==> config.mk <==
export PLATFORM = sky130hd
export DESIGN_NAME = rf_write_arbiter
export DESIGN_NICKNAME = d
export VERILOG_FILES = /design/src/rtl/rf_write_arbiter.sv
export SDC_FILE = /design/constraint.sdc
export NUM_CORES = 1
export LEC_CHECK = 0
export BUFFER_PORTS_ARGS = -buffer_cell sky130_fd_sc_hd__buf_2
export CAP_MARGIN = 10
export CORE_MARGIN = 3
export CORE_UTILIZATION = 25
export DETAILED_ROUTE_END_ITERATION = 10
export PLACE_DENSITY_LB_ADDON = 0.12
export SETUP_SLACK_MARGIN = 0.2
export SLEW_MARGIN = 15
export SYNTH_ARGS = -nofsm -noshare
export SYNTH_HDL_FRONTEND = slang
export SYNTH_SLANG_ARGS = --single-unit
==> constraint.sdc <==
create_clock -name clk -period 2.28 [get_ports clk]
set_clock_uncertainty 0.2 [all_clocks]
set_input_delay 0.456 -clock clk [delete_from_list [all_inputs] [get_ports clk]]
set_output_delay 0.456 -clock clk [all_outputs]
set_load 0.02 [all_outputs]
==> src/rtl/rf_write_arbiter.sv <==
// -----------------------------------------------------------------------------
// rf_write_arbiter
//
// Two-port write arbiter in front of a single-write-port register file, with
// a built-in full-clear sequencer.
//
//   - Port A (ALU writeback) has priority over port B (stream-load writeback).
//   - Port B is guaranteed progress: after STARVE_MAX consecutive contentions
//     lost to A, B wins the next contention.
//   - The clear sequencer writes CLR_VALUE to every entry, addresses 0 up to
//     2^ADDR_W-1, one per cycle. It runs after reset and on clr_start.
//
// Grants are combinational. The write to the register file is registered, so
// we/addrd/din appear one cycle after the grant cycle.
//
// Ports
//   clk        in   single clock, rising edge
//   rst_n      in   synchronous active-low reset
//   clr_start  in   request a full register-file clear
//   a_req      in   port A write request
//   a_addr     in   port A write address          [ADDR_W]
//   a_data     in   port A write data             [DATA_W]
//   a_gnt      out  port A accepted this cycle
//   b_req      in   port B write request
//   b_addr     in   port B write address          [ADDR_W]
//   b_data     in   port B write data             [DATA_W]
//   b_gnt      out  port B accepted this cycle
//   we         out  register file write enable
//   addrd      out  register file write address   [ADDR_W]
//   din        out  register file write data      [DATA_W]
//   busy       out  clear sequence in progress
//
// States
//   state | meaning
//   ------+---------------------------------------------------------------
//   CLEAR | sequencer writes CLR_VALUE to entry cc each cycle; no grants
//   RUN   | normal arbitration between ports A and B
// -----------------------------------------------------------------------------
module rf_write_arbiter #(
  parameter int                 ADDR_W     = 5,
  parameter int                 DATA_W     = 2,
  parameter logic [DATA_W-1:0]  CLR_VALUE  = '0,
  parameter int                 STARVE_MAX = 4
) (
  input  logic              clk,
  input  logic              rst_n,
  input  logic              clr_start,
  input  logic              a_req,
  input  logic [ADDR_W-1:0] a_addr,
  input  logic [DATA_W-1:0] a_data,
  output logic              a_gnt,
  input  logic              b_req,
  input  logic [ADDR_W-1:0] b_addr,
  input  logic [DATA_W-1:0] b_data,
  output logic              b_gnt,
  output logic              we,
  output logic [ADDR_W-1:0] addrd,
  output logic [DATA_W-1:0] din,
  output logic              busy
);

  // Starvation counter width; a degenerate STARVE_MAX still gets one bit.
  localparam int SC_W = (STARVE_MAX < 1) ? 1 : $clog2(STARVE_MAX + 1);
  localparam logic [SC_W-1:0]   SC_MAX  = SC_W'(STARVE_MAX);
  localparam logic [ADDR_W-1:0] CC_LAST = {ADDR_W{1'b1}};

  typedef enum logic {
    CLEAR = 1'b0,
    RUN   = 1'b1
  } state_t;

  state_t            state, state_nxt;
  logic [ADDR_W-1:0] cc, cc_nxt;
  logic [SC_W-1:0]   sc, sc_nxt;
  logic              we_nxt;
  logic [ADDR_W-1:0] addrd_nxt;
  logic [DATA_W-1:0] din_nxt;
  logic              hit;

  // ---------------------------------------------------------------------------
  // State register
  // ---------------------------------------------------------------------------
  always_ff @(posedge clk) begin
    if (!rst_n) begin
      state <= CLEAR;
    end else begin
      state <= state_nxt;
    end
  end

  // ---------------------------------------------------------------------------
  // Datapath registers: clear counter, starvation counter, write port
  // ---------------------------------------------------------------------------
  always_ff @(posedge clk) begin
    if (!rst_n) begin
      cc    <= '0;
      sc    <= '0;
      we    <= 1'b0;
      addrd <= '0;
      din   <= '0;
    end else begin
      cc    <= cc_nxt;
      sc    <= sc_nxt;
      we    <= we_nxt;
      addrd <= addrd_nxt;
      din   <= din_nxt;
    end
  end

  // ---------------------------------------------------------------------------
  // Next state, grants and next write-port values
  // ---------------------------------------------------------------------------
  always_comb begin
    state_nxt = state;
    cc_nxt    = cc;
    a_gnt     = 1'b0;
    b_gnt     = 1'b0;
    busy      = 1'b0;
    we_nxt    = 1'b0;
    addrd_nxt = addrd;
    din_nxt   = din;
    hit       = (sc == SC_MAX);

    case (state)
      CLEAR: begin
        busy      = 1'b1;
        // The write for the current cc is always issued, even on a restart.
        we_nxt    = 1'b1;
        addrd_nxt = cc;
        din_nxt   = CLR_VALUE;
        if (clr_start) begin
          cc_nxt = '0;
        end else begin
          cc_nxt = cc + 1'b1;
          if (cc == CC_LAST) begin
            state_nxt = RUN;
          end
        end
      end

      RUN: begin
        if (clr_start) begin
          cc_nxt    = '0;
          state_nxt = CLEAR;
        end else begin
          // A wins contention unless B has lost STARVE_MAX times in a row.
          a_gnt = a_req & ~(b_req & hit);
          b_gnt = b_req & (~a_req | hit);
          if (a_gnt) begin
            we_nxt    = 1'b1;
            addrd_nxt = a_addr;
            din_nxt   = a_data;
          end else if (b_gnt) begin
            we_nxt    = 1'b1;
            addrd_nxt = b_addr;
            din_nxt   = b_data;
          end
        end
      end

      default: begin
        state_nxt = CLEAR;
        cc_nxt    = '0;
      end
    endcase

    // Counts only contentions that B actually lost; any B grant or B going
    // idle forgives the history. Saturation is a safety net: with hit set,
    // A cannot win a contention, so the increment condition is already false.
    sc_nxt = sc;
    if (!b_req || b_gnt) begin
      sc_nxt = '0;
    end else if (a_req && a_gnt && (sc != SC_MAX)) begin
      sc_nxt = sc + 1'b1;
    end
  end

endmodule

==> impl_metrics.csv <==
group,metric,value,unit
die,die_area,4680,um2
cells_and_area,fin_util,0.321,
cells_and_area,layout-drive-gt1-share,0.291,
power_and_ir_drop,p_seq_frac,0.517,
logic_synthesis,ys_ff_latch,17,
global_route,overflow,0,
logic_synthesis,yosys-top-cells-area,"dfxtp_1, nand4b_1, mux2i_1",
critical_path,cp.required,1620,ps
sta,final-setup-viol-count,0,
power_and_ir_drop,p_sw_frac,0.239,
critical_path,critPathMaxStageDelay,350,ps
critical_path,arrival,1370,ps
power_and_ir_drop,vdd_ir_drop_max,0.174,mV
cells_and_area,syn_to_final_growth,22.4,%
global_route,globalRouteTotalUtil,0.114,
critical_path,crit_chain,"inv_1, ha_1, a21bo_1, and3_1, buf_2",
power_and_ir_drop,p_comb_frac,0.092,
cts,cts_buffers,3,
worst_hold_path,min_from,"sc[1]",
outcome,outcome,"finished, final reports clean",
sta,tightestPinTransition,437,ps
logic_synthesis,synth-edff-count,0,
logic_synthesis,yosysSeqAreaShare,0.350,
global_route,grt_pass1_wl,3910,um
logic_synthesis,ys_dominant_reg_cell,"dfxtp_1",
sta,rsz0062_at_grt,"yes",
die,start_util,0.262,
die,die_w,68.4,um
place,gp_congestion,0.720,
worst_hold_path,min_path_cells,2,
sta,maxSlewHeadroom,0.707,
logic_synthesis,synthesis.nets,130,
routing,via_per_inst,4.81,
routing,wl_met2,1120,um
routing,wl,2410,um
die,core-area,3720,um2
power_and_ir_drop,power_frac_clock,0.391,
routing,drt_pass1_iterations,4,
critical_path,reg2reg_setup_slack,680,ps
critical_path,cp_num_buf_inv,2,
logic_synthesis,synth_top_area_frac,0.350,
routing,met3_length,97,um
sta,max_freq,0.493,GHz
logic_synthesis,yosys_warnings,0,
critical_path,timing.rr.start,"sc[0]",
logic_synthesis,yosys.area.top_type,"dfxtp_1",
logic_synthesis,async_reset_ff_frac,0,
sta,min_period,2030,ps
sta,finalHoldViolations,0,
critical_path,startpoint_type,"register",
cts,cts_tree,"yes",
cts,cts_setup_buffers,0,
worst_hold_path,hold_end,"sc[1]",
routing,drc,0,
cts,ctsRootBufferMaster,"clkbuf_8",
die,fp.dieH,68.4,um
routing,ant_nets,0,
global_route,grt_max_degree,21,
critical_path,crit_path_end_kind,"output port",
logic_synthesis,synthCells,107,
cts,cts_hold_buf,0,
place,place_hpwl,1860,um
power_and_ir_drop,p_sw,0.140,mW
power_and_ir_drop,internal_power,0.446,mW
critical_path,critPathSlowestCell,"dfxtp_2",
critical_path,path_max_fanout,4,
global_route,antenna_found_initial,0,
critical_path,rr_worst_depth,5,
cts,clk_latency,250,ps
global_route,grt_pass1_vias,844,
sta,tns,0,ps
place,dp.cells,178,
routing,met1_length,1140,um
logic_synthesis,syn_area_per_cell,9.10,um2
flow_run,max-cap-violations,0,
routing,drt_iter0_drc,24,
critical_path,crit_family,"flip-flops",
sta,finalCritPeriodShare,0.889,
critical_path,worstReg2RegEnd,"sc[2]",
routing,vias,876,
worst_hold_path,hold_path.class,"reg2reg",
cells_and_area,nets,158,
logic_synthesis,synth_area,973,um2
place,numPortBuffers,29,
cts,cts_buffer_depth,2,
routing,wl_per_cell,13.2,um
die,io_pins,30,
cts,numClockSinks,17,
critical_path,crit_type,"reg2out",
cts,htreeDepth,1,
cells_and_area,diodes,0,
sta,maxSlewViolCount,0,
cts,clk_pin_slew,70,ps
power_and_ir_drop,pwr_density_cell,493,nW/um2
die,rows,22,
logic_synthesis,synthDistinctLibCells,30,
routing,top_layer_used,"met4",
cells_and_area,fin_cells,182,
power_and_ir_drop,cellLeakagePower,0.473,nW
per-layer routing:
metal  vias to the layer above  global-route usage
met5                         -                   0
met3                         4              0.0181
met1                       411               0.152
met2                        18               0.178
met4                         0              0.0521
li1                        443                   -
layout by cell type, fill, tap and decap left out, drive strengths merged:
master and n:
a31oi 1, o21ai 2, nand3 1, buf 32, and3 3, and2b 1, inv 4, xnor2 1
nor2b 1, ha 4, a21bo 1, or3 2, and2 9, xor2 2, dfxtp 17, nand4 7
nand2 4, nand2b 2, clkinv 1, clkbuf 3, nand4b 9, nor2 8, o2111ai 2, mux2i 7
or3b 1, o221ai 5, o211ai 2, a21oi 2
per-stage QoR:
| step | power [mW] | area [um2] | setup WS, ps | hold slack (ps) |
|---|---|---|---|---|
| after global placement | 0.363 | 1140 | 407 | 266 |
| after global routing | 0.611 | 1190 | 171 | 287 |
| after floorplan | 0.340 | 973 | 488 | 248 |
| final | 0.587 | 1190 | 253 | 275 |
| after detailed placement | 0.365 | 1140 | 401 | 279 |
| after CTS | 0.596 | 1190 | 210 | 273 |
what timing repair did:
| item | CTS | global route |
|---|---|---|
| endpoints found under the setup margin | 1 | 2 |
| pin swaps | 0 | 1 |
| gates resized for setup | 1 | 1 |
state kept, by name (all words and copies together) (netlist names):
signal	flops
cc	5
we	1
sc	3
state	1
din	2
addrd	5
power groups by stage:
| stage | Sequential [mW] | Combinational [mW] | Clock (mW) |
|---|---|---|---|
| floorplan | 0.312 | 0.0281 | 0 |
| global placement | 0.310 | 0.0531 | 0 |
| detailed placement | 0.311 | 0.0541 | 0 |
| CTS | 0.304 | 0.0542 | 0.238 |
| global route | 0.304 | 0.0603 | 0.247 |
| finish | 0.304 | 0.0539 | 0.229 |
worst register-to-register path: stages (launching register included):
cell	delay (ps)
dfxtp_2	350
inv_1	50
ha_1	220
a21bo_1	200
or3b_1	350
a31oi_1	170
cell families after synthesis:
group,after synthesis,synth area share
buf+inv,13,0.0758
fa+ha+maj,4,0.0514
simple gates,48,0.308
mux,7,0.0720
compound gates,15,0.116
xor+xnor,3,0.0270
flops,17,0.350
cell usage after synthesis (all sizes together) (2+ instances only):
library cell,instances
dfxtp,17
ha,4
mux2i,7
nand2,4
nand4b,9
inv,4
o211ai,2
nor2,8
o21ai,2
o221ai,5
xor2,2
clkbuf,3
and2,9
and3,3
o2111ai,2
nand4,7
nand2b,2
buf,6
or3,2
a21oi,2
worst max path at each step:
stage,end,from,cells after the start
detailed placement,a_gnt,clr_start,4
finish,b_gnt,sc[0],5
floorplan,b_gnt,clr_start,4
global route,a_gnt,sc[0],5
CTS,b_gnt,sc[1],5
global placement,a_gnt,clr_start,4
layout make-up:
| type | count | area [um2] |
|---|---|---|
| Clock buffer | 3 | 41.3 |
| Clock inverter | 1 | 5.00 |
| Fill cell | 413 | 2520 |
| Inverter | 4 | 15.0 |
| Multi-Input combinational cell | 77 | 559 |
| Sequential cell | 17 | 343 |
| Tap cell | 48 | 60.1 |
| Timing Repair Buffer | 32 | 168 |
Power figures use the tool's default switching activity.
